--- config.mk ---
export PLATFORM = sky130hd
export DESIGN_NAME = uart_frame_parser
export DESIGN_NICKNAME = d
export VERILOG_FILES = /design/src/rtl/uart_pkg.sv /design/src/rtl/uart_frame_buf.sv /design/src/rtl/uart_frame_parser.sv
export SDC_FILE = /design/constraint.sdc
export NUM_CORES = 1
export LEC_CHECK = 0
export CORE_UTILIZATION = 50
export DETAILED_ROUTE_END_ITERATION = 12
export MAX_ROUTING_LAYER = met4
export PLACE_DENSITY = 0.68
export SYNTH_ARGS = -nofsm -noshare
export SYNTH_HDL_FRONTEND = slang
export SYNTH_SLANG_ARGS = --single-unit
--- constraint.sdc ---
create_clock -name i_Clock -period 5.3 [get_ports i_Clock]
set_input_delay 1.59 -clock i_Clock [delete_from_list [all_inputs] [get_ports i_Clock]]
set_output_delay 1.59 -clock i_Clock [all_outputs]
set_load 0.01 [all_outputs]
--- src/rtl/uart_pkg.sv ---
// uart_pkg: types and constants shared by the UART frame parser and the frame builder.
package uart_pkg;
   typedef enum logic [2:0] {P_IDLE, P_LEN, P_PAYLOAD, P_CHK, P_HOLD} parser_state_t;
   localparam logic [7:0] UART_SOF_DEFAULT = 8'hA5;
endpackage

--- src/rtl/uart_frame_buf.sv ---
// uart_frame_buf: payload register file, one synchronous write port and one asynchronous read port.
module uart_frame_buf #(
   parameter int DEPTH = 16,
   parameter int AW = 4
) (
   input  logic          i_Clock,
   input  logic          i_Wr_En,
   input  logic [AW-1:0] i_Wr_Addr,
   input  logic [7:0]    i_Wr_Data,
   input  logic [AW-1:0] i_Rd_Addr,
   output logic [7:0]    o_Rd_Data
);
   logic [7:0] mem [DEPTH];
   always_ff @(posedge i_Clock)
      if (i_Wr_En) mem[i_Wr_Addr] <= i_Wr_Data;
   assign o_Rd_Data = mem[i_Rd_Addr];
endmodule

--- src/rtl/uart_frame_parser.sv ---
// uart_frame_parser: hunts SOF, collects LEN + payload + XOR checksum from uart_rx bytes,
// and holds a good frame for the consumer until acknowledged.
module uart_frame_parser import uart_pkg::*; #(
   parameter int MAX_LEN = 16,
   parameter logic [7:0] SOF_BYTE = UART_SOF_DEFAULT,
   parameter int TIMEOUT_CLKS = 104160,
   localparam int AW = MAX_LEN > 1 ? $clog2(MAX_LEN) : 1
) (
   input  logic          i_Clock,
   input  logic          i_Rst_n,
   input  logic          i_Enable,
   input  logic          i_Rx_DV,
   input  logic [7:0]    i_Rx_Byte,
   output logic          o_Frame_Valid,
   input  logic          i_Frame_Ack,
   output logic [7:0]    o_Frame_Len,
   input  logic [AW-1:0] i_Rd_Addr,
   output logic [7:0]    o_Rd_Data,
   output logic          o_Busy,
   output logic          o_Err_Chk,
   output logic          o_Err_Len,
   output logic          o_Err_Timeout,
   output logic          o_Err_Overrun
);
   localparam int IW = $clog2(MAX_LEN + 1);
   localparam int TW = $clog2(TIMEOUT_CLKS);
   localparam logic [7:0] MAX_B = 8'(MAX_LEN);
   localparam logic [TW-1:0] TMO_LAST = TW'(TIMEOUT_CLKS - 1);
   parser_state_t state, state_nxt;
   logic [7:0] len, chk, buf_rd;
   logic [IW-1:0] idx;
   logic [TW-1:0] cnt;
   logic in_frame, tmo, last, err_len_nxt, err_chk_nxt, err_ovr_nxt;
   assign in_frame = state inside {P_LEN, P_PAYLOAD, P_CHK};
   // A strobe in the same cycle always beats the timeout
   assign tmo = in_frame && !i_Rx_DV && cnt == TMO_LAST;
   assign last = 8'(idx) + 8'd1 == len;
   always_ff @(posedge i_Clock or negedge i_Rst_n)
      if (!i_Rst_n) state <= P_IDLE;
      else state <= i_Enable ? state_nxt : P_IDLE;
   always_comb begin
      state_nxt = state;
      err_len_nxt = 1'b0;
      err_chk_nxt = 1'b0;
      err_ovr_nxt = 1'b0;
      case (state)
         P_IDLE: state_nxt = (i_Rx_DV && i_Rx_Byte == SOF_BYTE) ? P_LEN : P_IDLE;
         P_LEN: if (i_Rx_DV) begin
            err_len_nxt = i_Rx_Byte > MAX_B;
            state_nxt = err_len_nxt ? P_IDLE : (i_Rx_Byte == 8'd0 ? P_CHK : P_PAYLOAD);
         end
         P_PAYLOAD: state_nxt = (i_Rx_DV && last) ? P_CHK : P_PAYLOAD;
         P_CHK: if (i_Rx_DV) begin
            err_chk_nxt = i_Rx_Byte != chk;
            state_nxt = err_chk_nxt ? P_IDLE : P_HOLD;
         end
         // An ack frees the parser in time to judge a coincident byte as a fresh SOF
         P_HOLD: begin
            err_ovr_nxt = i_Rx_DV && !i_Frame_Ack;
            state_nxt = !i_Frame_Ack ? P_HOLD : (i_Rx_DV && i_Rx_Byte == SOF_BYTE) ? P_LEN : P_IDLE;
         end
         default: state_nxt = P_IDLE;
      endcase
      if (tmo) state_nxt = P_IDLE;
   end
   always_comb begin
      o_Frame_Valid = state == P_HOLD;
      o_Busy = state != P_IDLE;
   end
   always_ff @(posedge i_Clock or negedge i_Rst_n)
      if (!i_Rst_n) begin
         len <= '0;
         chk <= '0;
         idx <= '0;
         cnt <= '0;
         o_Err_Chk <= 1'b0;
         o_Err_Len <= 1'b0;
         o_Err_Timeout <= 1'b0;
         o_Err_Overrun <= 1'b0;
      end else if (!i_Enable) begin
         len <= '0;
         chk <= '0;
         idx <= '0;
         cnt <= '0;
         o_Err_Chk <= 1'b0;
         o_Err_Len <= 1'b0;
         o_Err_Timeout <= 1'b0;
         o_Err_Overrun <= 1'b0;
      end else begin
         cnt <= (in_frame && !i_Rx_DV && !tmo) ? cnt + TW'(1) : '0;
         idx <= state == P_PAYLOAD ? idx + IW'(i_Rx_DV) : '0;
         if (i_Rx_DV && state == P_LEN) len <= i_Rx_Byte;
         chk <= !i_Rx_DV ? chk : state == P_LEN ? i_Rx_Byte : state == P_PAYLOAD ? chk ^ i_Rx_Byte : chk;
         o_Err_Chk <= err_chk_nxt;
         o_Err_Len <= err_len_nxt;
         o_Err_Timeout <= tmo;
         o_Err_Overrun <= err_ovr_nxt;
      end
   uart_frame_buf #(.DEPTH(MAX_LEN), .AW(AW)) u_buf (
      .i_Clock   (i_Clock),
      .i_Wr_En   (i_Enable && i_Rx_DV && state == P_PAYLOAD),
      .i_Wr_Addr (idx[AW-1:0]),
      .i_Wr_Data (i_Rx_Byte),
      .i_Rd_Addr (i_Rd_Addr),
      .o_Rd_Data (buf_rd)
   );
   assign o_Frame_Len = len;
   assign o_Rd_Data = 9'(i_Rd_Addr) < {1'b0, len} ? buf_rd : 8'h00;
endmodule

# [Yosys cells after proc, flatten, opt, wreduce, memory -nomap -nowiden]
# Memories as Yosys holds them, arrays and structs flattened.
# Index checks and enable logic that the tools add are counted.
[word_totals] reg_bits=45 ram_bits=128 wordCells=80 mem_count=1
[classes] addsub=3 order_cmp=2 n_eq_ne=13 n_mux=33 bitwise=1 reduce_logical=18
[mem_list] name="u_buf.mem" depth=16 word_bits=8 rd=1 rd_clocked_by_memory_dff=0 wr=1 line="uart_frame_buf.sv:13" source="logic [7:0] mem [DEPTH];"
[ops] operator="8-bit 2-to-1 mux" count=7
[ops] operator="17-bit 2-to-1 mux" count=2
[ops] operator="3-bit 2-to-1 mux" count=6
[ops] operator="17-bit by 1-bit adder with 17-bit output, second input constant" count=1
[ops] operator="17-bit equality test, second input constant" count=1
[ops] operator="3-bit one-hot mux with 5 select lines" count=1
[ops] operator="1-bit 2-to-1 mux" count=14
[ops] operator="5-bit 2-to-1 mux" count=2
[ops] operator="1-bit logical AND" count=9
[ops] operator="6-bit by 8-bit equality test with 1-bit output" count=1
[ops] operator="8-bit equality test, second input constant" count=1
[ops] operator="8-bit by 5-bit > comparator with 1-bit output, second input constant" count=1
[ops] operator="8-bit logical NOT" count=1
[ops] operator="4-bit by 8-bit < comparator with 1-bit output" count=1
[ops] operator="4-bit inequality test, second input constant" count=2
[ops] operator="8-bit inequality test" count=1
[ops] operator="8-bit bitwise XOR" count=1
[ops] operator="5-bit by 1-bit adder with 6-bit output, second input constant" count=1
[ops] operator="3-bit by 2-bit equality test with 1-bit output, second input constant" count=2
[ops] operator="3-bit nonzero test" count=2
[ops] operator="5-bit by 1-bit adder with 5-bit output" count=1
[ops] operator="2-bit by 1-bit inequality test with 1-bit output, second input constant" count=2
[ops] operator="2-bit AND reduction" count=2
[ops] operator="3-bit by 1-bit equality test with 1-bit output, second input constant" count=1
[ops] operator="5 further kinds" count=7

# [Depth between registers and ports, before layout]
# Gate-level depths: netlist of run 1.
[logic_depth] ltp_word=8 ltp_mapped=7 depth_no_buf=6

# [Modules after synthesis]
# From an unflattened synthesis of run 1, not the netlist that was laid out.
[hier_totals] cells_unflattened=519 hier_area_um2=7676.1
[modules_own_cells] module="uart_frame_buf" n_inst=1 cells_per_inst=221 area_each_um2=4987.3 seq_area_each_um2=3843.7
[modules_own_cells] module="uart_frame_parser" n_inst=1 cells_per_inst=298 area_each_um2=2688.8 seq_area_each_um2=1126.1

# [Least setup slack after synthesis of run 1]
# No wires, ideal clock.
[synth_path] path_kind="input-to-output" start="input i_Rd_Addr[0]" end="output o_Rd_Data[0]" t_arrival_ns=2.981 required_time_ns=3.710 slack_ns=0.729 stages=5 path_buffers=2 cell_sequence="buf_6 buf_6 mux4_1 mux4_2 a21boi_1"
[synth_between] elab_chain_cells=2 elab_cells_between_ends=3 classes_between="1 x order compare; 1 x mux; 1 x memory"
[synth_lines] element="start, declared" line="uart_frame_parser.sv:17" source="input logic [AW-1:0] i_Rd_Addr,"
[synth_lines] element="4-bit by 8-bit < comparator with 1-bit output or memory read 16 x 8 bit (tied branches)"
[synth_lines] element="8-bit 2-to-1 mux (*)" line="uart_frame_parser.sv:108" source="assign o_Rd_Data = 9'(i_Rd_Addr) < {1'b0, len} ? buf_rd : 8'h00;"
[synth_lines] element="end, declared" line="uart_frame_parser.sv:18" source="output logic [7:0] o_Rd_Data,"
# Mark *: on every way between the ends. The rest lies on a longest branch, timed or not.

# [Worst setup path in the final report of run 1]
[layout_path] start="input i_Rd_Addr[0]" end="output o_Rd_Data[5]"
# The elaborated chain is that of the path after synthesis.

==> impl_metrics.env, run 1 <==
export IMPL_n_antenna_cell=0
export IMPL_drive_gt1_share_pct=11.0
export IMPL_gp_congestion=0.808
export IMPL_grt_pass1_vias=4423
export IMPL_critPathLaunchType="input port"
export IMPL_crit_type="in2out"
export IMPL_area_growth_pct=15.8
export IMPL_netlist_area_um2=7740
export IMPL_synth_cell_types=46
export IMPL_p_leak_nw=3.19
export IMPL_fill_cells=1151
export IMPL_cts_num_sinks=173
export IMPL_drcViolationCount=0
export IMPL_clk_latency_ns=0.43
export IMPL_rr_startpoint="state[1]$_DFFE_PN0P_"
export IMPL_via_count=4436
export IMPL_timing_hold_ws_ns=0.515
export IMPL_nNetsFinal=580
export IMPL_drt_iter0_markers=379
export IMPL_arrival_ns=3.67
export IMPL_die_area_um2=16000
export IMPL_syn_avg_cell_area_um2=15.3
export IMPL_vdd_drop_max_v=0.000223
export IMPL_r2r_setup_slack_ns=2.53
export IMPL_dpl_hpwl_um=10900
export IMPL_tightest_slew_ns=1.06
export IMPL_final_util_pct=59.2
export IMPL_status="finished clean"
export IMPL_synthesis_nets=532
export IMPL_hold_depth=1
export IMPL_dr_pass1_iters=5
export IMPL_finClkSkew_ns=0.0123
export IMPL_hold_class="reg2reg"
export IMPL_cp_end_kind="output port"
export IMPL_max_cap_violations=0
export IMPL_worstPathRequired_ns=3.71
export IMPL_ys_seq_area_share_pct=64.2
export IMPL_ys_ff_latch=173
export IMPL_setup_viol=0
export IMPL_synth_ff_type="edfxtp_1"
export IMPL_cts_buffers=17
export IMPL_rsz0062_at_grt="no"
export IMPL_grtUsageTotal_pct=23.5
export IMPL_post_route_period_util_pct=99.2
export IMPL_initial_core_util_pct=51.1
export IMPL_async_flop_share_pct=26.0
export IMPL_cts_htree_levels=4
export IMPL_grt_overflow=0
export IMPL_clkTransAtPathRegs_ns=0.06
export IMPL_die_x_um=126
export IMPL_die_y_um=126
export IMPL_p_per_area_nw_per_um2=319
export IMPL_viasPerCell=5.89
export IMPL_core_um2=15100
export IMPL_root_buffer="clkbuf_16"
export IMPL_grt_pass1_wl_um=26100
export IMPL_routed_wl_um=16900
export IMPL_fmax_mhz=190
export IMPL_r2r_end="u_buf.mem[7][4]$_DFFE_PP_"
export IMPL_portBuffers=38
export IMPL_slew_viol_final=0
export IMPL_yosys_warnings=0
export IMPL_hold_end="cnt[0]$_DFF_PN0_"
export IMPL_cts_tree="yes"
export IMPL_synth_edff_count=128
export IMPL_syn_inst=505
export IMPL_io_pins=39
export IMPL_antenna_found_initial=0
export IMPL_hold_viol_final=0
export IMPL_min_period_ns=5.26
export IMPL_grt_max_degree=46
export IMPL_rows=45
export IMPL_max_clock_path_buffers=2
export IMPL_final_setup_tns_ns=0
export IMPL_drt_wirelength_per_cell_um=22.5
export IMPL_rr_worst_depth=4
export IMPL_min_from="cnt[0]$_DFF_PN0_"
export IMPL_ant_nets=0
export IMPL_cp_max_fo=11
export IMPL_slew_limit_headroom_pct=28.9
## how the worst max path moves through the flow
| stage | start | endpoint | slack [ns] | cells after the start |
|---|---|---|---|---|
| 6_report | i_Rd_Addr[0] | o_Rd_Data[5] | 0.04 | 6 |
| 5_1_grt | i_Rd_Addr[0] | o_Rd_Data[5] | 0.005 | 6 |
| 4_1_cts | i_Rd_Addr[0] | o_Rd_Data[1] | 0.004 | 6 |
| 3_5_place_dp | i_Rd_Addr[1] | o_Rd_Data[1] | -0.18 | 8 |
| 3_3_place_gp | i_Rd_Addr[1] | o_Rd_Data[4] | -0.16 | 8 |
| 2_1_floorplan | i_Rd_Addr[0] | o_Rd_Data[0] | 0.73 | 5 |
## per-stage QoR
step	area, um^2	setup slack, ns	instances	power, mW
floorplan	7740	0.729	505	1.60
global placement	8380	-0.162	721	1.67
detailed placement	8380	-0.182	721	1.67
CTS	8960	0.00393	753	2.87
global route	8970	0.00455	753	2.94
finish	8970	0.0440	753	2.86
## layer usage
metal  share of wire, %  GRT usage, %  vias up
li1                   -             -     2024
met1                 44          30.2     2238
met2                 49          37.0      152
met3                5.7          6.50       22
met4                1.4          6.66        0
met5                  0             -        -
## flip-flops by register name, indices dropped and copies added, names as in the netlist
name           flops
idx                5
o_Err_Overrun      1
o_Frame_Len        8
cnt               17
o_Err_Chk          1
chk                8
state              3
o_Err_Len          1
u_buf.mem        128
o_Err_Timeout      1
## power by group
group | switching, mW | internal [mW]
Sequential | 0.00982 | 1.47
Clock | 0.518 | 0.693
Combinational | 0.0875 | 0.0831
Total | 0.615 | 2.24
## what timing repair did
action	in CTS	in global routing
hold buffers	0	0
gates resized for setup	4	8
cloned	1	0
buffers inserted	0	0
endpoints found under the setup margin	8	8
## cells by family (layout without fill, tap and decap cells)
kind of cell | Yosys count | count (layout) | synth area share [%]
compound gates | 42 | 42 | 3.63
xor+xnor | 40 | 40 | 4.52
fa+ha+maj | 10 | 10 | 1.62
buf+inv | 40 | 100 | 2.47
flops | 173 | 173 | 64.2
mux | 45 | 45 | 13.8
simple gates | 155 | 155 | 9.76
## critical path, cell delays in order
cell,delay (ns)
clkbuf_4,0.18
buf_12,0.16
mux4_1,0.59
mux4_2,0.51
a21boi_1,0.15
clkdlybuf4s50_1,0.48
## synth_stat cells, types with 6 or more instances
cell      number  share of area, %
clkbuf_1      15              0.73
ha_1          10               1.6
o21ai_0       11              0.71
edfxtp_1     128                50
a22o_1         7              0.79
mux4_1        32                11
xor2_1        13               1.5
dfrtp_1       45                15
inv_1         12              0.58
mux4_2         8               2.3
xnor2_1       27               3.1
nor2_1        48               2.3
nand3_1       15              0.97
buf_2          6              0.39
a21boi_1       8              0.78
nor2b_1        8              0.65
nand4_1        6              0.48
nand2_1       31               1.5
nor3_1        15              0.97
## final cells by class
class / instances / area (um^2) / area share [%]
sequential: 173 / 4970 / 55.4
multi-input combinational: 292 / 2570 / 28.6
timing repair buffer: 57 / 584 / 6.51
clock buffer: 18 / 429 / 4.78
tap: 188 / 235 / 2.62
clock inverter: 13 / 139 / 1.55
inverter: 12 / 45.0 / 0.502
## cells in the final DEF, fill, tap and decap left out, drive strengths merged, types with 4 or more instances in the layout
| cell type | netlist | routed |
|---|---|---|
| and3 | 5 | 5 |
| xnor2 | 27 | 27 |
| o21ai | 12 | 12 |
| buf | 13 | 19 |
| nor4 | 5 | 5 |
| mux4 | 40 | 40 |
| mux2i | 5 | 5 |
| clkinvlp | 0 | 4 |
| ha | 10 | 10 |
| edfxtp | 128 | 128 |
| nor2b | 8 | 8 |
| nand3 | 15 | 15 |
| inv | 12 | 16 |
| nor2 | 48 | 48 |
| clkdlybuf4s50 | 0 | 32 |
| dfrtp | 45 | 45 |
| xor2 | 13 | 13 |
| a22o | 7 | 7 |
| nor3 | 15 | 15 |
| nand2 | 31 | 31 |
| clkbuf | 15 | 20 |
| nand2b | 5 | 5 |
| a21oi | 5 | 5 |
| nand4 | 6 | 6 |
| a21boi | 8 | 8 |
Power figures use the tool's default switching activity.
==> inputs of run 2 (changes only) <==
ABC_AREA = 1   (was default)
ABC_CLOCK_PERIOD_IN_PS = 5300   (was default)
==> run 2 against run 1 <==
  * Power down 1.3%
  * Largest power group unchanged
  * Synthesized cell count up 49%
  * Sequential power about the same
  * Maximum frequency up 1.3%
  * Worst setup slack better by 0.066 ns
  * Routed wire length up 11%
  * Clock skew down 0.0017 ns
  * Final cell count up 33%
  * Clock power down 5%
==> impl_metrics.env, run 2 <==
export IMPL_portBuffers=38
export IMPL_area_growth_pct=15.2
export IMPL_synthesis_nets=780
export IMPL_grt_overflow=0
export IMPL_synth_area_leader_cell="edfxtp_1"
export IMPL_critPathLaunchType="input port"
export IMPL_placed_area_um2=8450
export IMPL_via_count=5728
export IMPL_fmax_mhz=193
export IMPL_grt_max_degree=46
export IMPL_setup_viol=0
export IMPL_finClkSkew_ns=0.0106
export IMPL_rsz0062_at_grt="no"
export IMPL_worstPathRequired_ns=3.71
export IMPL_die_area_um2=16100
export IMPL_postCtsHoldBufs=0
export IMPL_syn_inst=753
export IMPL_final_util_pct=59.1
export IMPL_max_cap_violations=0
export IMPL_async_flop_share_pct=26.0
export IMPL_rows=45
export IMPL_dr_pass1_iters=5
export IMPL_hold_class="reg2reg"
export IMPL_syn_avg_cell_area_um2=10.4
export IMPL_final_setup_tns_ns=0
export IMPL_top_register="u_buf.mem"
export IMPL_post_route_period_util_pct=97.9
export IMPL_final_cells=999
export IMPL_drt_wirelength_per_cell_um=18.8
export IMPL_grt_pass1_wl_um=30100
export IMPL_die_y_um=127
export IMPL_die_x_um=127
export IMPL_drt_iter0_markers=517
export IMPL_yosysMostFrequentCell="nand2_1"
export IMPL_cts_htree_levels=4
export IMPL_synth_top_area_share_pct=49.3
export IMPL_r2r_end="u_buf.mem[6][0]$_DFFE_PP_"
export IMPL_post_place_ws_ns=-0.121
export IMPL_largestRegisters="u_buf.mem (128), cnt (17)"
export IMPL_hold_depth=1
export IMPL_status="finished clean"
export IMPL_cp_end_kind="output port"
export IMPL_cts_buffers=17
export IMPL_min_from="cnt[0]$_DFF_PN0_"
export IMPL_final_area_um2=8980
export IMPL_arrival_ns=3.60
export IMPL_ys_seq_area_share_pct=63.7
export IMPL_largest_reg_flops=128
export IMPL_timing_hold_ws_ns=0.467
export IMPL_clk_latency_ns=0.43
export IMPL_cp_max_fo=8
export IMPL_crit_type="in2out"
export IMPL_p_leak_nw=3.38
export IMPL_ant_nets=0
export IMPL_hold_viol_final=0
export IMPL_clkTransAtPathRegs_ns=0.06
export IMPL_fin_ws_ns=0.110
export IMPL_yosys_top_cells_area="edfxtp_1, dfrtp_1, nand2_1, nor2_1, o21ai_0"
export IMPL_antenna_found_initial=1
export IMPL_p_per_area_nw_per_um2=314
export IMPL_routed_wl_um=18800
export IMPL_grtUsageTotal_pct=25.6
export IMPL_root_buffer="clkbuf_16"
export IMPL_nNetsFinal=824
export IMPL_max_clock_path_buffers=2
export IMPL_cts_num_sinks=173
export IMPL_layout_common_cells="nand2_1, edfxtp_1, nor2_1"
export IMPL_drive_gt1_share_pct=8.52
export IMPL_synth_cell_types=39
export IMPL_synth_ff_type="edfxtp_1"
export IMPL_initial_core_util_pct=51.3
export IMPL_postCtsSetupRepairBufs=0
export IMPL_core_um2=15200
export IMPL_final_common_cell="nand2_1"
export IMPL_grt_pass1_vias=5679
export IMPL_min_period_ns=5.19
export IMPL_slew_viol_final=0
export IMPL_rr_startpoint="state[2]$_DFFE_PN0P_"
export IMPL_gp_congestion=0.881
export IMPL_r2r_setup_slack_ns=2.94
export IMPL_dp_cells=966
export IMPL_cts_tree="yes"
export IMPL_power_mw=2.82
export IMPL_slew_limit_headroom_pct=31.3
export IMPL_dpl_hpwl_um=12400
export IMPL_drcViolationCount=0
export IMPL_synth_edff_count=128
export IMPL_io_pins=39
export IMPL_tightest_slew_ns=1.03
export IMPL_viasPerCell=5.73
export IMPL_ys_ff_latch=173
export IMPL_rr_worst_depth=5
export IMPL_yosys_warnings=0
export IMPL_netlist_area_um2=7800
export IMPL_synth_common_cells="nand2_1, edfxtp_1, nor2_1"
export IMPL_vdd_drop_max_v=0.000230
export IMPL_hold_end="cnt[0]$_DFF_PN0_"
-- run 2: cell types whose count changed after synthesis, moves of 8 or more --
cell / previous run / this run
mux4_1: 32 / 0
inv_1: 12 / 46
nand3_1: 15 / 36
buf_2: 6 / 15
nor2b_1: 8 / 0
o22ai_1: 1 / 26
o21ai_0: 11 / 50
nor2_1: 48 / 121
mux4_2: 8 / 0
a21oi_1: 5 / 29
nand2_1: 31 / 139
xnor2_1: 27 / 6
-- run 2: routing by layer --
| metal | share of wire (%) | vias to the layer above | track usage, % |
|---|---|---|---|
| met5 | 0 | - | - |
| met4 | 2.4 | 0 | 8.40 |
| met3 | 6.8 | 36 | 5.99 |
| met2 | 47 | 233 | 40.4 |
| met1 | 44 | 2756 | 32.9 |
| li1 | - | 2703 | - |
-- run 2: logic make-up (layout without fill, tap and decap cells) --
logic type,after synthesis,count (layout),share of synthesized area (%)
AOI/OAI and AO/OA,133,133,9.90
xor gates and xnor gates,14,14,1.57
adders and majority gates,10,10,1.60
and+or+nand+nor,341,341,18.8
other,0,1,0
buffers and inverters,82,139,4.38
DFF,173,173,63.7
-- run 2: area by class of cell --
cell class	instances	area, um^2
Clock buffer	21	440
Multi-Input combinational cell	498	2490
Timing Repair Buffer	55	561
Antenna cell	1	2.50
Clock inverter	11	95.1
Fill cell	1260	6220
Inverter	52	195
Tap cell	188	235
Sequential cell	173	4970
-- run 2: repair_timing --
| action | 4_1_cts | 5_1_grt |
|---|---|---|
| setup endpoints to repair | 8 | 2 |
| gates cloned | 0 | 0 |
| resized for setup | 4 | 2 |
-- run 2: where the power goes --
| part | internal [mW] | leakage (nW) | switching [mW] |
|---|---|---|---|
| logic | 0.0703 | 1.36 | 0.128 |
| registers | 1.47 | 1.77 | 0.00717 |
| clock network | 0.643 | 0.250 | 0.505 |
| total | 2.18 | 3.38 | 0.640 |
-- run 2: how the worst max path moves through the flow --
| stage | start | to | slack, ns |
|---|---|---|---|
| floorplan | i_Rd_Addr[1] | o_Rd_Data[6] | 1.19 |
| global placement | i_Rd_Addr[1] | o_Rd_Data[0] | -0.08 |
| detailed placement | i_Rd_Addr[1] | o_Rd_Data[2] | -0.12 |
| CTS | i_Rd_Addr[3] | o_Rd_Data[4] | 0.10 |
| global route | i_Rd_Addr[3] | o_Rd_Data[5] | 0.02 |
| finish | i_Rd_Addr[3] | o_Rd_Data[1] | 0.11 |
-- run 2: worst max-delay path, cell delays in order --
cell and delay [ns]:
clkdlybuf4s50_1 0.52, ha_1 0.26, a21oi_1 0.16, nand2_1 0.07, nand4_1 0.13, buf_12 0.15, nand2_1 0.06, nor2_1 0.12
clkdlybuf4s50_1 0.54
